`src/rtl/alu_ctrl_pkg.sv`:
```
// Shared definitions for the ALU control sequencer.
//   - ALU operation codes driven on alu_operation
//   - R-type funct codes recognised by the decoder
//   - ALUOp encodings coming from the main control unit
//   - FSM state encoding for the sequencer
package alu_ctrl_pkg;

    // ALU operation codes
    localparam logic [3:0] OP_AND = 4'b0000;
    localparam logic [3:0] OP_OR  = 4'b0001;
    localparam logic [3:0] OP_ADD = 4'b0010;
    localparam logic [3:0] OP_SUB = 4'b0110;
    localparam logic [3:0] OP_SLT = 4'b0111;
    localparam logic [3:0] OP_NOR = 4'b1100;

    // R-type funct codes
    localparam logic [5:0] F_ADD  = 6'h20;
    localparam logic [5:0] F_ADDU = 6'h21;
    localparam logic [5:0] F_SUB  = 6'h22;
    localparam logic [5:0] F_SUBU = 6'h23;
    localparam logic [5:0] F_AND  = 6'h24;
    localparam logic [5:0] F_OR   = 6'h25;
    localparam logic [5:0] F_NOR  = 6'h27;
    localparam logic [5:0] F_SLT  = 6'h2A;

    // ALUOp encodings from the main control unit
    typedef enum logic [1:0] {
        ALUOP_ADD   = 2'b00,
        ALUOP_SUB   = 2'b01,
        ALUOP_RTYPE = 2'b10,
        ALUOP_RSVD  = 2'b11
    } aluop_e;

    // Sequencer states
    typedef enum logic [1:0] {
        ST_IDLE = 2'b00,
        ST_EXEC = 2'b01,
        ST_RESP = 2'b10
    } state_e;

endpackage

```
`src/rtl/alu_ctrl_decode.sv`:
```
// Combinational ALU operation decoder.
// Ports:
//   aluop        in   2        ALUOp from main control
//   funct        in   FUNCT_W  R-type funct field (only meaningful for ALUOp=10)
//   operation    out  OP_W     ALU operation code (OP_AND when illegal)
//   illegal      out  1        unsupported ALUOp / funct combination
//   signed_arith out  1        signed add/sub (funct 0x20 / 0x22), eligible for overflow trap
module alu_ctrl_decode
    import alu_ctrl_pkg::*;
#(
    parameter int FUNCT_W = 6,
    parameter int OP_W    = 4
) (
    input  logic [1:0]         aluop,
    input  logic [FUNCT_W-1:0] funct,
    output logic [OP_W-1:0]    operation,
    output logic               illegal,
    output logic               signed_arith
);

    always_comb begin
        operation    = OP_W'(OP_AND);
        illegal      = 1'b0;
        signed_arith = 1'b0;
        case (aluop)
            ALUOP_ADD: operation = OP_W'(OP_ADD);
            ALUOP_SUB: operation = OP_W'(OP_SUB);
            ALUOP_RTYPE: begin
                case (funct)
                    FUNCT_W'(F_ADD): begin
                        operation    = OP_W'(OP_ADD);
                        signed_arith = 1'b1;
                    end
                    FUNCT_W'(F_ADDU): operation = OP_W'(OP_ADD);
                    FUNCT_W'(F_SUB): begin
                        operation    = OP_W'(OP_SUB);
                        signed_arith = 1'b1;
                    end
                    FUNCT_W'(F_SUBU): operation = OP_W'(OP_SUB);
                    FUNCT_W'(F_AND):  operation = OP_W'(OP_AND);
                    FUNCT_W'(F_OR):   operation = OP_W'(OP_OR);
                    FUNCT_W'(F_NOR):  operation = OP_W'(OP_NOR);
                    FUNCT_W'(F_SLT):  operation = OP_W'(OP_SLT);
                    default:          illegal   = 1'b1;
                endcase
            end
            default: illegal = 1'b1;
        endcase
    end

endmodule

```
`src/rtl/alu_ctrl_seq.sv`:
```
// Sequenced issuer for the datapath ALU.
// Accepts (ALUOp, funct, A, B) over valid/ready, registers operands and the decoded
// op code onto the ALU inputs, waits one cycle for the ALU to settle, and captures
// result and flags into a response held until the consumer accepts it.
// FSM: IDLE -> EXEC -> RESP -> IDLE (illegal requests skip EXEC).
// Ports:
//   clk, rst_n                         clock, asynchronous active-low reset
//   req_valid/req_ready                request handshake (ready only in IDLE)
//   req_aluop, req_funct, req_a, req_b request payload
//   alu_a, alu_b, alu_operation        registered ALU inputs
//   alu_result, alu_zero, alu_carry,
//   alu_overflow                       ALU outputs
//   rsp_valid/rsp_ready                response handshake
//   rsp_result, rsp_zero, rsp_carry,
//   rsp_illegal, rsp_trap              captured response payload
// Build option: define ALU_CTRL_TRAP_EN to trap signed add/sub overflow
// (rsp_trap=1, rsp_result forced to 0). Without it rsp_trap stays 0.
module alu_ctrl_seq
    import alu_ctrl_pkg::*;
#(
    parameter int DATA_W  = 32,
    parameter int FUNCT_W = 6,
    parameter int OP_W    = 4
) (
    input  logic               clk,
    input  logic               rst_n,
    input  logic               req_valid,
    output logic               req_ready,
    input  logic [1:0]         req_aluop,
    input  logic [FUNCT_W-1:0] req_funct,
    input  logic [DATA_W-1:0]  req_a,
    input  logic [DATA_W-1:0]  req_b,
    output logic [DATA_W-1:0]  alu_a,
    output logic [DATA_W-1:0]  alu_b,
    output logic [OP_W-1:0]    alu_operation,
    input  logic [DATA_W-1:0]  alu_result,
    input  logic               alu_zero,
    input  logic               alu_carry,
    input  logic               alu_overflow,
    output logic               rsp_valid,
    input  logic               rsp_ready,
    output logic [DATA_W-1:0]  rsp_result,
    output logic               rsp_zero,
    output logic               rsp_carry,
    output logic               rsp_illegal,
    output logic               rsp_trap
);

    state_e              state, state_nxt;
    logic                accept;
    logic [OP_W-1:0]     dec_op;
    logic                dec_illegal;
    logic                dec_signed;
    logic                signed_p1;
    logic                trap_hit;

    // A trapped signed add/sub reports zero instead of the wrapped result.
    function automatic logic [DATA_W-1:0] trap_result(input logic [DATA_W-1:0] res,
                                                      input logic              trap);
        return trap ? '0 : res;
    endfunction

    alu_ctrl_decode #(
        .FUNCT_W (FUNCT_W),
        .OP_W    (OP_W)
    ) u_decode (
        .aluop        (req_aluop),
        .funct        (req_funct),
        .operation    (dec_op),
        .illegal      (dec_illegal),
        .signed_arith (dec_signed)
    );

    assign accept = req_valid && req_ready;

`ifdef ALU_CTRL_TRAP_EN
    assign trap_hit = signed_p1 && alu_overflow;
`else
    assign trap_hit = 1'b0;
    logic unused_trap;
    assign unused_trap = signed_p1 ^ alu_overflow;
`endif

    // State register
    always_ff @(posedge clk or negedge rst_n) begin
        if (!rst_n) state <= ST_IDLE;
        else        state <= state_nxt;
    end

    // Next-state logic
    always_comb begin
        state_nxt = state;
        case (state)
            ST_IDLE: if (req_valid) state_nxt = dec_illegal ? ST_RESP : ST_EXEC;
            ST_EXEC: state_nxt = ST_RESP;
            ST_RESP: if (rsp_ready) state_nxt = ST_IDLE;
            default: state_nxt = ST_IDLE;
        endcase
    end

    // Handshake outputs
    always_comb begin
        req_ready = (state == ST_IDLE);
        rsp_valid = (state == ST_RESP);
    end

    // Stage p0 -> p1: issue operands/op to the ALU on accept
    // Stage p1 -> p2: capture ALU outputs into the response at the end of EXEC
    always_ff @(posedge clk or negedge rst_n) begin
        if (!rst_n) begin
            alu_a         <= '0;
            alu_b         <= '0;
            alu_operation <= '0;
            signed_p1     <= 1'b0;
            rsp_result    <= '0;
            rsp_zero      <= 1'b0;
            rsp_carry     <= 1'b0;
            rsp_illegal   <= 1'b0;
            rsp_trap      <= 1'b0;
        end else if (accept) begin
            alu_a         <= req_a;
            alu_b         <= req_b;
            alu_operation <= dec_op;
            signed_p1     <= dec_signed;
            // Illegal requests bypass EXEC, so their response is built here.
            if (dec_illegal) begin
                rsp_result  <= '0;
                rsp_zero    <= 1'b0;
                rsp_carry   <= 1'b0;
                rsp_illegal <= 1'b1;
                rsp_trap    <= 1'b0;
            end
        end else if (state == ST_EXEC) begin
            rsp_result  <= trap_result(alu_result, trap_hit);
            rsp_zero    <= alu_zero;
            rsp_carry   <= alu_carry;
            rsp_illegal <= 1'b0;
            rsp_trap    <= trap_hit;
        end
    end

endmodule

```
`config.mk`:
```
export PLATFORM = sky130hd
export DESIGN_NAME = alu_ctrl_seq
export DESIGN_NICKNAME = d
export VERILOG_FILES = /design/src/rtl/alu_ctrl_pkg.sv /design/src/rtl/alu_ctrl_decode.sv /design/src/rtl/alu_ctrl_seq.sv
export SDC_FILE = /design/constraint.sdc
export NUM_CORES = 1
export LEC_CHECK = 0
export ABC_AREA = 1
export CAP_MARGIN = 40
export CORE_MARGIN = 3
export CORE_UTILIZATION = 38
export CTS_CLUSTER_SIZE = 8
export DETAILED_ROUTE_END_ITERATION = 6
export DONT_BUFFER_PORTS = 1
export GPL_TIMING_DRIVEN = 0
export SLEW_MARGIN = 30
export SYNTH_ARGS = -nofsm -noshare
export SYNTH_HDL_FRONTEND = slang
export SYNTH_SLANG_ARGS = --single-unit
```
`constraint.sdc`:
```
create_clock -name clk -period 1.3 [get_ports clk]
set_clock_uncertainty 0.05 [all_clocks]
set_input_delay 0.39 -clock clk [delete_from_list [all_inputs] [get_ports clk]]
set_output_delay 0.39 -clock clk [all_outputs]
set_load 0.01 [all_outputs]
```
# Word-level counts from Yosys, hierarchy flattened
# Index checks and enable logic that the tools add are counted.
[word_totals]
regBits = 106
inputBits = 111
out_inout_bits = 106
[op_classes]
n_eq_ne = 15
muxes = 20
reduce_logical = 10
[ops]
columns = ["op", "count"]
rows = [
  ["32-bit 2-to-1 mux", 3],
  ["6-bit == test (second input constant)", 8],
  ["4-bit one-hot mux with 5 select lines", 1],
  ["4-bit one-hot mux with 3 select lines", 1],
  ["1-bit 2-to-1 mux", 10],
  ["8-bit OR reduction", 1],
  ["2-bit 2-to-1 mux", 3],
  ["2-bit one-hot mux with 3 select lines", 1],
  ["2-bit OR reduction", 3],
  ["2-bit by 1-bit == test with 1-bit output (second input constant)", 2],
  ["2-bit == test (second input constant)", 2],
  ["2-bit zero test", 2],
  ["2-bit by 1-bit inequality test with 1-bit output (second input constant)", 2],
  ["2-bit AND reduction", 2],
  ["2-bit inequality test (second input constant)", 1],
  ["1-bit one-hot mux with 2 select lines", 1],
  ["2-bit nonzero test", 1],
  ["1-bit logical AND", 1],
]

# Depth between registers and ports, before layout
[logic_depth]
ltp_word = 7
depth_mapped = 11
ltp_nobuf = 10

# By module
# Synthesis repeated with hierarchy kept, for this count alone.
[hier_totals]
hier_cells = 489
hier_area_um2 = 4275.4
[by_module_without_submodules]
columns = ["module", "n_inst", "cells_per_inst", "area_per_inst_um2", "seq_area_each_um2"]
rows = [
  ["alu_ctrl_seq", 1, 457, 4127.7, 2627.5],
  ["alu_ctrl_decode", 1, 32, 147.6, 0.0],
]

# Worst setup path after synthesis
# OpenSTA, ideal clock, no wires.
[synth_timing]
path_type = "flip-flop to flip-flop"
startpoint = "register state[1]"
endpoint = "register rsp_result[10]"
arrival_ps = 1162
required_time_ps = 1133
path_slack_ps = -29
path_stages_with_launch = 8
synth_period_minus_slack_ps = 1329
path_cell_list = "dfrtp_1 > nor2_2 > nand2_2 > inv_2 > nand2_8 > buf_12 > nand3_2 > nand2_1"
[synth_via]
elab_chain_len = 4
[synth_lines]
columns = ["item", "line_no", "source"]
rows = [
  ["start, declared", "alu_ctrl_seq.sv:49", "state_e state, state_nxt;"],
  ["start signal, assigned", "alu_ctrl_seq.sv:87", "else state <= state_nxt;"],
  ["2-bit zero test (*)", "alu_ctrl_seq.sv:103", "req_ready = (state == ST_IDLE);"],
  ["named net req_ready", "alu_ctrl_seq.sv:28", "output logic req_ready,"],
  ["1-bit logical AND (*)", "alu_ctrl_seq.sv:74", "assign accept = req_valid && req_ready;"],
  ["2-bit by 1-bit inequality test with 1-bit output (no line) / 2-bit nonzero test (equally long branches)", "n/a", ""],
  ["2-bit AND reduction (no line)", "n/a", ""],
  ["end signal, assigned", "alu_ctrl_seq.sv:134", "rsp_result <= trap_result(alu_result, trap_hit);"],
  ["end, declared", "alu_ctrl_seq.sv:42", "output logic [DATA_W-1:0] rsp_result,"],
]
# The timed path passes the listed nets; every way through them passes the cells marked *.
# A chain may end at the register's enable or synchronous reset.

# Final worst setup path
[layout_timing]
startpoint = "register state[1]"
endpoint = "register rsp_result[18]"
# The elaborated chain is that of the path after synthesis.

==> key figures <==
Timing
  • Setup ws final: -0.152 ns
  • Hold Fails Final Rpt: 105
  • Post-route minimum period: 1.45 ns
  • Max-slew violations: 0
  • Final Setup Violations: 106
  • Achievable frequency: 0.689 GHz
  • Tcrit/Tclk final: 1.12
  • RSZ-0062 raised after global routing: yes
  • Hold WS: -0.312 ns

Detailed routing
  • DR vias/cell: 4.97
  • Met2 WL: 5.58 mm
  • Pre-antenna DRT Iters: 4
  • DR vias: 3204
  • Avg WL per Cell: 17.1 um
  • Final WL: 11.0 mm
  • Met1 wire length: 4.05 mm
  • Met3 Routed Length: 1.27 mm
  • First DRT Iteration DRCs: 167
  • Post-DRT Antenna Nets: 0
  • DRC viols: 0
  • Highest Signal Layer: met4

Critical path
  • Worst path cell trace: nor2_4, nand2_4, inv_6, nand2_8, clkbuf_16, nand3_2, nand2_1
  • Critical R2R Capture: rsp_result[18]
  • Worst-path maximum fanout: 8
  • Master of the slowest instance on the critical path: dfrtp_2
  • WS Path Type: flop to flop
  • Critical path arrival: 1.63 ns
  • Worst reg2reg startpoint: state[1]
  • Reg2Reg Depth: 7
  • Critical Path RT: 1.48 ns
  • Reg2reg setup slack: -0.15 ns
  • CP peak stage delay: 0.45 ns
  • Crit start category: flop
  • Critical Path End Type: flop

Finish
  • Final std cells w/o fill: 645
  • Area Overhead vs Synth: 19.8%
  • Layout cells sized above 1: 0.238
  • Util after Layout: 0.475
  • Fillers: 1053
  • N_diodes: 0
  • Final net count: 611

Place
  • Number of port buffers: 0
  • GP Congestion: 0.810
  • Placed insts: 618
  • Post-DP HPWL: 7.94 mm

Synthesis
  • Post-Synth Adder-Cell Area: 0
  • Post-synthesis sequential area ratio: 0.601
  • Synth area leaders: dfrtp_1, nand2_1, nand3_2, buf_4, buf_12
  • Xor-xnor portion of the synthesized cell area: 0
  • Top cells by count, synth: nand2_1, dfrtp_1, nand3_2
  • Mean area per synthesized cell: 9.15 sq um
  • Mux contribution to synthesized area: 0
  • Post-synth ARST share: 1.00
  • Top_reg_cell synth: dfrtp_1
  • Cell accounting for the most synthesized area: dfrtp_1
  • Post-synthesis compound-gate area fraction: 0.00944
  • Top-count cell post-synth: nand2_1
  • Library cells used by synthesis: 23
  • Synthesis Warnings: 0
  • Post-synth EDFFs: 0
  • Mapped Cells: 478
  • Post-synth top area share: 0.601
  • Syn Nets: 589
  • Synth Area in Simple Gates: 0.338
  • #FFs+latches synth: 105
  • Main combinational cell family by area after synthesis: simple AND/OR/NAND/NOR gates
  • Mapped Area: 4370 sq um

GRT
  • Pin count of the biggest net entering global routing: 106
  • Initial antenna violation count: 0
  • Total congestion overflow: 0
  • Vias in the first global route: 3329
  • First-pass GRT wire length: 17.6 mm
  • Tot GR Track Use: 0.174

Die
  • Die width: 113 um
  • Die area: 12800 sq um
  • Core Region: 11000 sq um
  • Row Count: 38
  • Initial Util: 0.396
  • Die H: 113 um
  • I/O pins: 217

Clock network
  • CTS H-tree lvls: 3
  • CTS Buf Count: 9
  • Later-pin clock latency in the skew report: 0.34 ns
  • TritonCTS clock tree: yes
  • Clock-pin slew on the worst setup and hold paths: 0.07 ns
  • CTS sink cnt: 105
  • CTS Buffer Depth: 2
  • CTS root buf: clkbuf_16

Pwr
  • Maximum vdd drop: 869 uV
  • PwrDens: 2150 nW/um^2
  • P_leak: 0.00275 uW

Worst hold path
  • Hold WC Path Type: input pin to async pin

Job
  • Max Cap Viol: 0

Status
  • Failing checks: hold timing, setup timing
  • Run status: finished with violations
==> report_power, final <==
part / internal (uW) / leakage, uW / switching [uW]
sequential: 4410 / 0.00133 / 1510
clock: 1900 / 0.000167 / 1220
combinational: 1010 / 0.00125 / 1210
==> cell type report <==
class / count / area, sq um / area share
clock buffer: 9 / 225 / 0.0430
multi-input combinational: 339 / 1630 / 0.312
buffer: 23 / 251 / 0.0480
tap: 140 / 175 / 0.0334
sequential: 105 / 2630 / 0.502
timing repair buffer: 11 / 153 / 0.0291
inverter: 11 / 48.8 / 0.00932
clock inverter: 7 / 124 / 0.0237
==> sequential cells by signal (all words and copies together), names as in the netlist <==
name,flops
rsp_illegal,1
state,2
rsp_carry,1
alu_operation,4
alu_a,32
rsp_result,32
alu_b,32
rsp_zero,1
==> how the worst max path moves through the flow <==
stage | start | endpoint | slack (ns) | cells past startpoint
CTS | state[1] | req_ready | -0.18 | 1
global placement | state[1] | alu_b[1] | -0.30 | 7
global route | state[1] | rsp_result[20] | -0.21 | 7
finish | state[1] | rsp_result[18] | -0.15 | 7
detailed placement | state[1] | alu_b[3] | -0.35 | 7
floorplan | req_funct[3] | state[1] | -0.01 | 9
==> critical path, delay by kind of cell (launching register included) <==
kind	cells	cell delay (ns)
buf+inv	2	0.28
simple gates	5	0.54
flops	1	0.45
==> layout by cell type, fill, tap and decap left out, types with 3 or more instances in the layout <==
master       n
nand2_1    259
dfrtp_1    104
nand3_2     35
nand2_2     18
clkbuf_16   11
buf_4        9
clkbuf_2     6
inv_1        6
buf_12       5
nor2_1       5
buf_8        4
nor2_2       4
buf_6        4
inv_2        3
inv_6        3
nand3_1      3
bufinv_16    3
==> kinds of logic after synthesis <==
logic type	after synthesis
AOI/OAI and AO/OA	7
buffers and inverters	35
DFF	105
other	1
and+or+nand+nor	330
==> routing by layer <==
layer / vias to the layer above / GRT usage
met1: 1516 / 0.202
li1: 1517 / -
met5: - / 0
met4: 0 / 0.0417
met2: 161 / 0.294
met3: 10 / 0.0807
==> what timing repair did <==
| item | CTS | global route |
|---|---|---|
| cloned | 2 | 2 |
| endpoints found under the setup margin | 107 | 107 |
| pin swaps | 8 | 3 |
| endpoints found under the hold margin | 105 | 105 |
| buffers inserted | 5 | 3 |
| resized for setup | 52 | 17 |
==> stage by stage <==
step                power [uW]  TNS (ns)  setup slack [ns]  hold slack (ns)  area [sq um]
CTS                      11300    -13.82            -0.175           -0.324          5130
finish                   11300    -10.39            -0.152           -0.312          5240
global route             12100    -17.35            -0.205           -0.331          5240
floorplan                 7170   -0.0144           -0.0144           0.0444          4380
global placement          7770    -22.42            -0.303           0.0467          4550
detailed placement        7890    -24.91            -0.347           0.0466          4550
(Power assumes the default switching activity.)
